$ cat config.mk
export PLATFORM = sky130hd
export DESIGN_NAME = input_overlay_compositor
export DESIGN_NICKNAME = d
export VERILOG_FILES = /design/src/rtl/input_overlay_compositor.sv
export SDC_FILE = /design/constraint.sdc
export NUM_CORES = 1
export LEC_CHECK = 0
export BUFFER_PORTS_ARGS = -buffer_cell sky130_fd_sc_hd__buf_2
export CORE_MARGIN = 2
export CORE_UTILIZATION = 45
export DETAILED_ROUTE_END_ITERATION = 10
export GPL_TIMING_DRIVEN = 0
export HOLD_SLACK_MARGIN = 0.15
export MAX_ROUTING_LAYER = met4
export PLACE_DENSITY = 0.7
export SLEW_MARGIN = 20
export SYNTH_ARGS = -nofsm -noshare
export SYNTH_HDL_FRONTEND = slang
export SYNTH_SLANG_ARGS = --single-unit
$ cat constraint.sdc
create_clock -name clk -period 2.35 [get_ports clk]
set_input_delay 0 -clock clk [delete_from_list [all_inputs] [get_ports clk]]
set_output_delay 0 -clock clk [all_outputs]
set_load 0.005 [all_outputs]
$ cat src/rtl/input_overlay_compositor.sv
// input_overlay_compositor
// Addresses a registered d-pad mask ROM from the VGA scan position and lays the
// returned mask over the background stream in FILL_COLOR while the button is held.
// The raw button is synchronized, debounced and sampled once per frame so the
// overlay cannot change state partway down the screen.
// Pipeline: inputs -> (d1: ROM address, sideband) -> (d2: ROM data, sideband) -> rgb.
// Optional build macro INPUT_OVERLAY_OUTLINE_EN adds a one-pixel box outline in
// OUTLINE_COLOR that overrides mask and background.
module input_overlay_compositor #(
    parameter int          IMG_W           = 584,
    parameter int          IMG_H           = 167,
    parameter int          X0              = 28,
    parameter int          Y0              = 156,
    parameter logic [11:0] FILL_COLOR      = 12'hF80,
    parameter int          DEBOUNCE_CYCLES = 250000,
    parameter int          V_LATCH         = 480
`ifdef INPUT_OVERLAY_OUTLINE_EN
    ,
    parameter logic [11:0] OUTLINE_COLOR   = 12'hFFF
`endif
) (
    input  logic        clk,
    input  logic        reset,
    input  logic [9:0]  hcount,
    input  logic [9:0]  vcount,
    input  logic        video_on,
    input  logic [11:0] bg_rgb,
    input  logic        btn_raw,
    output logic [7:0]  rom_row,
    output logic [9:0]  rom_col,
    input  logic [11:0] rom_data,
    output logic [11:0] rgb,
    output logic        pressed
);

    // Box bounds are compared at 11 bits so X0+IMG_W cannot wrap.
    localparam logic [10:0] X_LO = 11'(X0);
    localparam logic [10:0] X_HI = 11'(X0 + IMG_W);
    localparam logic [10:0] Y_LO = 11'(Y0);
    localparam logic [10:0] Y_HI = 11'(Y0 + IMG_H);

    localparam int CNT_W = (DEBOUNCE_CYCLES > 1) ? $clog2(DEBOUNCE_CYCLES) : 1;
    localparam logic [CNT_W-1:0] CNT_LAST = CNT_W'(DEBOUNCE_CYCLES - 1);

    logic [10:0] hc_ext;
    logic [10:0] vc_ext;
    logic        in_box;
    logic [7:0]  row_off;
    logic [9:0]  col_off;

    logic        in_box_d1;
    logic        video_on_d1;
    logic [11:0] bg_d1;
    logic        in_box_d2;
    logic        video_on_d2;
    logic [11:0] bg_d2;

    logic             btn_meta;
    logic             btn_sync;
    logic             btn_stable;
    logic [CNT_W-1:0] db_cnt;

    assign hc_ext  = {1'b0, hcount};
    assign vc_ext  = {1'b0, vcount};
    assign in_box  = (hc_ext >= X_LO) && (hc_ext < X_HI) &&
                     (vc_ext >= Y_LO) && (vc_ext < Y_HI);
    // Only the low 8 row bits reach the ROM; inside the box the offset fits.
    assign row_off = vcount[7:0] - 8'(Y0);
    assign col_off = hcount - 10'(X0);

`ifdef INPUT_OVERLAY_OUTLINE_EN
    logic on_edge;
    logic on_edge_d1;
    logic on_edge_d2;

    assign on_edge = in_box && ((row_off == 8'd0) || (row_off == 8'(IMG_H - 1)) ||
                                (col_off == 10'd0) || (col_off == 10'(IMG_W - 1)));

    // Carry the perimeter flag alongside the other sideband stages.
    always_ff @(posedge clk) begin
        if (reset) begin
            on_edge_d1 <= 1'b0;
            on_edge_d2 <= 1'b0;
        end else begin
            on_edge_d1 <= on_edge;
            on_edge_d2 <= on_edge_d1;
        end
    end
`endif

    // Stage 1: ROM address plus sideband captured from the scan position.
    always_ff @(posedge clk) begin
        if (reset) begin
            rom_row     <= '0;
            rom_col     <= '0;
            in_box_d1   <= 1'b0;
            video_on_d1 <= 1'b0;
            bg_d1       <= '0;
        end else begin
            rom_row     <= in_box ? row_off : 8'd0;
            rom_col     <= in_box ? col_off : 10'd0;
            in_box_d1   <= in_box;
            video_on_d1 <= video_on;
            bg_d1       <= bg_rgb;
        end
    end

    // Stage 2: sideband waits out the ROM read latency.
    always_ff @(posedge clk) begin
        if (reset) begin
            in_box_d2   <= 1'b0;
            video_on_d2 <= 1'b0;
            bg_d2       <= '0;
        end else begin
            in_box_d2   <= in_box_d1;
            video_on_d2 <= video_on_d1;
            bg_d2       <= bg_d1;
        end
    end

    // Stage 3: pick blank, outline, fill or background for the output pixel.
    always_ff @(posedge clk) begin
        if (reset) begin
            rgb <= '0;
        end else if (!video_on_d2) begin
            rgb <= '0;
`ifdef INPUT_OVERLAY_OUTLINE_EN
        end else if (on_edge_d2) begin
            rgb <= OUTLINE_COLOR;
`endif
        end else if (in_box_d2 && pressed && (rom_data != 12'd0)) begin
            rgb <= FILL_COLOR;
        end else begin
            rgb <= bg_d2;
        end
    end

    // Two-flop synchronizer for the asynchronous button level.
    always_ff @(posedge clk) begin
        if (reset) begin
            btn_meta <= 1'b0;
            btn_sync <= 1'b0;
        end else begin
            btn_meta <= btn_raw;
            btn_sync <= btn_meta;
        end
    end

    // Debounce: accept a change only after DEBOUNCE_CYCLES disagreeing samples in a row.
    always_ff @(posedge clk) begin
        if (reset) begin
            db_cnt     <= '0;
            btn_stable <= 1'b0;
        end else if (btn_sync == btn_stable) begin
            db_cnt <= '0;
        end else if (db_cnt == CNT_LAST) begin
            db_cnt     <= '0;
            btn_stable <= ~btn_stable;
        end else begin
            db_cnt <= db_cnt + CNT_W'(1);
        end
    end

    // Frame latch: the overlay state only changes at the start of line V_LATCH.
    always_ff @(posedge clk) begin
        if (reset) begin
            pressed <= 1'b0;
        end else if ((vcount == 10'(V_LATCH)) && (hcount == 10'd0)) begin
            pressed <= btn_stable;
        end
    end

endmodule

Yosys cells after proc, flatten, opt, wreduce, memory -nomap -nowiden
Cells that the tools add are included.
- logic and storage cells: 43
- register bits: 80
- memory bits (writable): 0
- memories: 0
- bits in read-only memories: 0
- input port bits: 48
- latch bits: 0
- output and inout port bits: 31
- $lt $le $gt $ge: 4
- multipliers: 0
- add/sub/neg operators: 3
- reductions and logical operators: 13
- divide/modulo/power cells: 0
- muxes and demuxes: 1
- shift-type cells: 0
- equality and inequality tests: 3
- bitwise operators: 4
- operators with widths (operator ; number):
    18-bit by 1-bit adder with 18-bit output (second input constant) ; 1
    18-bit == test (second input constant) ; 1
    12-bit two-way mux ; 1
    12-bit nonzero test ; 1
    10-bit by 9-bit == test with 1-bit output (second input constant) ; 1
    10-bit by 5-bit >= comparator with 1-bit output (second input constant) ; 1
    10-bit by 8-bit >= comparator with 1-bit output (second input constant) ; 1
    10-bit logical NOT ; 1
    10-bit < comparator (second input constant) ; 1
    10-bit by 9-bit < comparator with 1-bit output (second input constant) ; 1
    10-bit by 5-bit subtractor with 10-bit output (second input constant) ; 1
    8-bit subtractor (second input constant) ; 1
    1-bit logical AND ; 6
    3-bit OR reduction ; 2
    1-bit inverter ; 4
    2-bit OR reduction ; 2
    2-bit AND reduction ; 1
    1-bit == test ; 1

Depth between registers and ports, before layout
- word-level depth: 6
- depth in mapped cells: 8
- mapped depth without buffers: 6

Worst setup path after synthesis
OpenSTA, ideal clock, no wires.
- path kind: register -> register
- from: register db_cnt[0]
- to: register db_cnt[16]
- required time: 2235 ps
- library setup time: 115 ps
- stages on the path, launching flop included: 7
- period minus slack after synthesis: 1702 ps
- buffers on the path: 1
- data arrival time: 1587 ps
- setup slack: 648 ps
- cell sequence: dfxtp_1 -> ha_1 -> nand3_1 -> or3_4 -> o21ai_4 -> buf_6 -> nor2_1
- cells in the longest elaborated chain, start to end: 2
- elaborated cells on any way between the ends: 3
- classes of those cells: add/sub: 1; eq/ne: 1; reduce/logical: 1
- ends and longest elaborated chain (what ; RTL line ; RTL):
    start: declaration ; 61 ; logic [CNT_W-1:0] db_cnt;
    start signal: assignment ; 160 ; db_cnt <= db_cnt + CNT_W'(1);
    parallel branches: the longest is 2 deep, another holds 18-bit by 1-bit adder with 18-bit output ; -- ;
Several ways; the timed one is not identified.
A chain may end at the register's enable or synchronous reset.

Final worst setup path
- from: input hcount[2]
- to: register rom_row[1]
- cells in the longest elaborated chain, start to end: 6
- elaborated cells on any way between the ends: 7
- classes of those cells: order compare: 2; bitwise: 1; reduce/logical: 4
- ends and longest elaborated chain (what ; RTL line ; RTL):
    start: declaration ; 24 ; input logic [9:0] hcount,
    10-bit by 5-bit >= comparator with 1-bit output or 10-bit < comparator (tied branches) ; 65 ; assign in_box = (hc_ext >= X_LO) && (hc_ext < X_HI) &&
    1-bit logical AND (*) (2 in series) ; 65 ;
    1-bit logical AND (*) ; 66 ; (vc_ext >= Y_LO) && (vc_ext < Y_HI);
    1-bit inverter (no source line) (*) ; -- ;
    2-bit OR reduction (no source line) (*) ; -- ;
    end signal: assignment ; 100 ; rom_row <= in_box ? row_off : 8'd0;
    end: declaration ; 29 ; output logic [7:0] rom_row,
Every way passes the cells marked *; elsewhere a longest branch is shown, timed or not.

==> results.md <==
Status:
- The run finished with clean final reports.

Worst setup path:
- The worst path required time is roughly 2600 ps.
- Together, buffers and inverters on the worst path number 4.
- The worst endpoint data arrival time is 2520 ps.
- For this design, the slowest cell found on the critical path is sky130_fd_sc_hd__dlygate4sd3_1.
- The category of the worst setup path launch point is an input port.
- In this design, the stage delay of the slowest critical-path cell is 580 ps.
- In this run the worst setup path terminates at rom_row[1].
- The setup slack on the worst flop-to-flop path is 380 ps.
- The family of cells with the greatest summed delay on the critical path is buffers and inverters.
- Of all nets on the critical path, the largest fanout is 10.
- Counting buffers and inverters, the worst setup path is 9 cells deep.
- In this run the worst setup path begins at hcount[2].
- The critical path goes through dlygate4sd3_1 > buf_2 > ha_1 > a21oi_2 > a211o_1 > a211o_1 > buf_6 > nor3b_1 > dlygate4sd3_1.
- The worst register-to-register path begins at db_cnt[0].
- The reg-to-reg critical path endpoint is db_cnt[10].
- The type of the worst setup path is in2reg.
- The number of cells on the worst reg-to-reg path is 6.
- The worst setup path is captured at a flip-flop.

Timing:
- The share of the clock period used by the worst path after layout is 0.951.
- Setup violations remaining at the end of the flow were counted as 0.
- The routed design could run at a clock period as short as 2230 ps.
- For this run, the top clock speed supported by timing is 448 MHz.
- Setup repair after global routing left no endpoint under its margin.
- The transition at the pin with the smallest max-transition slack is between 800 and 900 ps.
- Across the routed clock network, the largest skew measured is 8.77 ps.
- The final-report max-slew violation count is 0.
- The headroom to the max-slew limit is 0.454.
- The count of endpoints failing hold in the final timing report is 0.
- Summed over all failing endpoints, the final setup total negative slack is 0 ps.

Clock network:
- The post-CTS setup repair buffer count is 0.
- In this run the clock root is driven by a sky130_fd_sc_hd__clkbuf_8.
- At the later pin of the worst-skew pair, clock insertion delay measures 340 ps.
- TritonCTS built the clock tree.
- The total CTS buffers is 9.
- Clock-pin slew was measured on the worst setup and hold paths at 80 ps.
- After clock tree synthesis, the repair step resized 0 gates.
- The H-tree depth reported by CTS is 3.
- In this run the deepest clock path goes through 2 buffers.
- Clock tree synthesis found a total of 80 sinks.

Final layout:
- The area of the multi-input gates is 1280 sq um.
- The number of nets in the final layout is 477.
- The filler cells instantiated in the layout total 526.
- Compared with the post-synthesis result, the final layout area differs by 37.6%.
- The antenna diode count is 0.
- The count of placed standard cells in the final layout, fillers left out is 505.
- The fraction of layout instances using a drive strength above 1 is 0.259.
- In the final layout, flip-flops and latches occupy around 1600 sq um.

Drt:
- For this block, the initial DRC count from the detailed router was 67.
- The overall via count from detail_route is ~2400.
- After detailed routing, the average wire length per cell comes to 12.3 um.
- The first-pass detailed-route iteration total is 4.
- The overall routed net length is 6220 um.
- After detailed routing, the number of remaining DRC violations is 0.
- The detail route stage leaves a number of antenna-violating nets equal to 0.
- The number of vias per cell is 4.78.

Yosys:
- The flip-flop and latch count after synthesis is 80.
- The number of nets in the synthesized netlist is roughly 340.
- Of the synthesized area, sequential elements account for 0.539.
- The cell count after synthesis is 290.
- The number of enable flip-flop cells after synthesis is 0.
- Of all flip-flops after synthesis, the portion carrying an async set or reset was 0.
- The mean cell area of the mapped netlist is between 10 and 15 sq um.
- The synthesized area is 2970 sq um.
- Synthesis instantiated 40 different standard cells from the library.
- For this run, the leading register cell type out of synthesis is sky130_fd_sc_hd__dfxtp_1.
- The total of warnings raised by yosys is 0.

Floorplan:
- The core region is 6390 sq um.
- The initialized floorplan defines 29 standard-cell rows.
- The initial standard-cell utilization of the core is 0.465.
- The die is about 85 um tall.
- The floorplan step defined a die boundary enclosing 7270 sq um.
- In this run the horizontal extent of the chip is approximately 85 um.
- During I/O placement, the number of pins put on the boundary was 79.

Power and ir drop:
- The share of total power dissipated in the clock network is 0.364.
- The share of total power dissipated in sequential elements is 0.546.
- The combinational share of power is 0.090.
- The power consumption is 2.55 mW.
- The analysis attributes to cell leakage a power of 1.67 nW.
- The internal power summed over all cells is ~1.9 mW.
- The net switching power is between 0.6 and 0.7 mW.
- In this run the power density over the cells is 624 nW/um^2.
- The fraction of power spent switching nets is 0.248.
- The maximum vdd drop is roughly 0.46 mV.

Global routing:
- The largest net degree at the start of global routing is 17.
- The total routing usage reported by global routing is 0.190.
- The first global-routing pass estimated 10500 um of wire.
- The number of antenna violations at the first check in global routing is 0.
- The final global-route overflow total is 0.
- The via count of the first global-routing pass is 2365.

Placement:
- The count of buffers added on input and output ports is 77.
- The half-perimeter wire length after placement is 4120 um.
- The final estimated routing congestion in global placement is 0.896.
- The cell count after placement is 444.

Hold path:
- The path class of the tightest hold or removal check is in2reg.
- The startpoint identified for the worst hold timing path is hcount[3].

Job:
- Across the run, the number of max-cap violations was 0.
==> synthesized netlist by cell type (all sizes together), types with 2 or more instances <==
library cell | n | area [sq um]
and2 | 7 | 43.8
nand3 | 10 | 50.1
dfxtp | 80 | 1600
o21ai | 4 | 31.3
buf | 4 | 38.8
nor4 | 10 | 62.6
nor4b | 3 | 26.3
nand2 | 9 | 33.8
clkbuf | 6 | 22.5
nand4 | 6 | 52.6
inv | 8 | 30.0
or3 | 2 | 17.5
ha | 6 | 75.1
nor2b | 31 | 194
xor2 | 7 | 61.3
a21oi | 5 | 28.8
xnor2 | 19 | 166
a211o | 3 | 26.3
nor2 | 33 | 124
nor3 | 17 | 130
nor3b | 7 | 52.6
==> worst min path at each step <==
| stage | slack (ps) | depth (start not counted) | endpoint |
|---|---|---|---|
| 4_1_cts | 160 | 4 | rom_col[4] |
| 3_3_place_gp | 210 | 2 | bg_d1[6] |
| 5_1_grt | 180 | 4 | rom_col[4] |
| 2_1_floorplan | 70 | 1 | rom_col[2] |
| 3_5_place_dp | 220 | 2 | bg_d1[1] |
| 6_report | 180 | 4 | rom_col[4] |
==> through the flow <==
step                      utilization  setup WS, ps  cell area [sq um]  hold WS [ps]
final                           0.640           116               4090           180
after global routing            0.640          9.68               4090           179
after detailed placement        0.541           348               3450           217
after floorplan                     -           648               2970          69.7
after global placement          0.541           393               3450           212
after CTS                       0.640           201               4090           161
==> worst min-delay path: stages <==
cell,delay (ps)
sky130_fd_sc_hd__buf_2,110
sky130_fd_sc_hd__ha_1,190
sky130_fd_sc_hd__xnor2_1,130
sky130_fd_sc_hd__nor3_1,40
==> state kept, by name (all words and copies together) (netlist names), 8 cells and up <==
signal	cells
db_cnt	18
rom_row	8
bg_d2	12
rom_col	10
bg_d1	12
rgb	12
==> layer usage <==
layer / track usage / share of wire
met5: - / 0
met4: 0.0577 / 0.014
met3: 0.0632 / 0.049
met2: 0.339 / 0.52
met1: 0.198 / 0.41
==> cell type report <==
class                      instances  share of cell area
timing repair buffer             122               0.204
sequential                        80               0.392
inverter                           8             0.00734
multi-input combinational        192               0.313
clock buffer                       9              0.0303
buffer                            10              0.0150
clock inverter                     7              0.0150
tap                               77              0.0236
==> power groups by stage <==
stage | sequential (mW) | clock [mW] | combinational [mW]
after floorplan | 1.43 | 0 | 0.0877
after global placement | 1.42 | 0 | 0.165
after detailed placement | 1.43 | 0 | 0.167
after CTS | 1.39 | 0.955 | 0.226
after global routing | 1.40 | 1.02 | 0.251
final | 1.39 | 0.930 | 0.228
==> cells by family (layout without fill, tap and decap cells) <==
kind of cell             Yosys count  in the layout  synth area share
adder cells (fa/ha/maj)            6              6            0.0253
XOR/XNOR                          26             26            0.0766
AND/OR/NAND/NOR                  141            141             0.280
flip-flops                        80             80             0.539
AO/OA/AOI/OAI                     19             19            0.0480
buffers and inverters             18            156            0.0307
==> cells in the final DEF, fill, tap and decap left out, types with 2 or more instances in the layout <==
master	count
sky130_fd_sc_hd__inv_1	8
sky130_fd_sc_hd__and2_1	7
sky130_fd_sc_hd__dfxtp_1	80
sky130_fd_sc_hd__buf_2	78
sky130_fd_sc_hd__xor2_1	7
sky130_fd_sc_hd__nor2_1	33
sky130_fd_sc_hd__nand4_1	5
sky130_fd_sc_hd__dlygate4sd3_1	45
sky130_fd_sc_hd__clkinvlp_4	2
sky130_fd_sc_hd__nand3_1	10
sky130_fd_sc_hd__buf_6	3
sky130_fd_sc_hd__clkbuf_1	6
sky130_fd_sc_hd__a21oi_1	4
sky130_fd_sc_hd__clkbuf_8	9
sky130_fd_sc_hd__ha_1	6
sky130_fd_sc_hd__nor3b_1	7
sky130_fd_sc_hd__nor3_2	9
sky130_fd_sc_hd__inv_6	3
sky130_fd_sc_hd__nor4b_1	3
sky130_fd_sc_hd__nor4_1	10
sky130_fd_sc_hd__nor3_1	8
sky130_fd_sc_hd__xnor2_1	19
sky130_fd_sc_hd__nand2_1	9
sky130_fd_sc_hd__o21ai_0	3
sky130_fd_sc_hd__a211o_1	3
sky130_fd_sc_hd__nor2b_1	31
==> repair_timing <==
action / in CTS / in global routing
endpoints found under the setup margin: 0 / 0
endpoints found under the hold margin: 34 / 0
hold buffers: 45 / 0
Power figures use the tool's default switching activity.
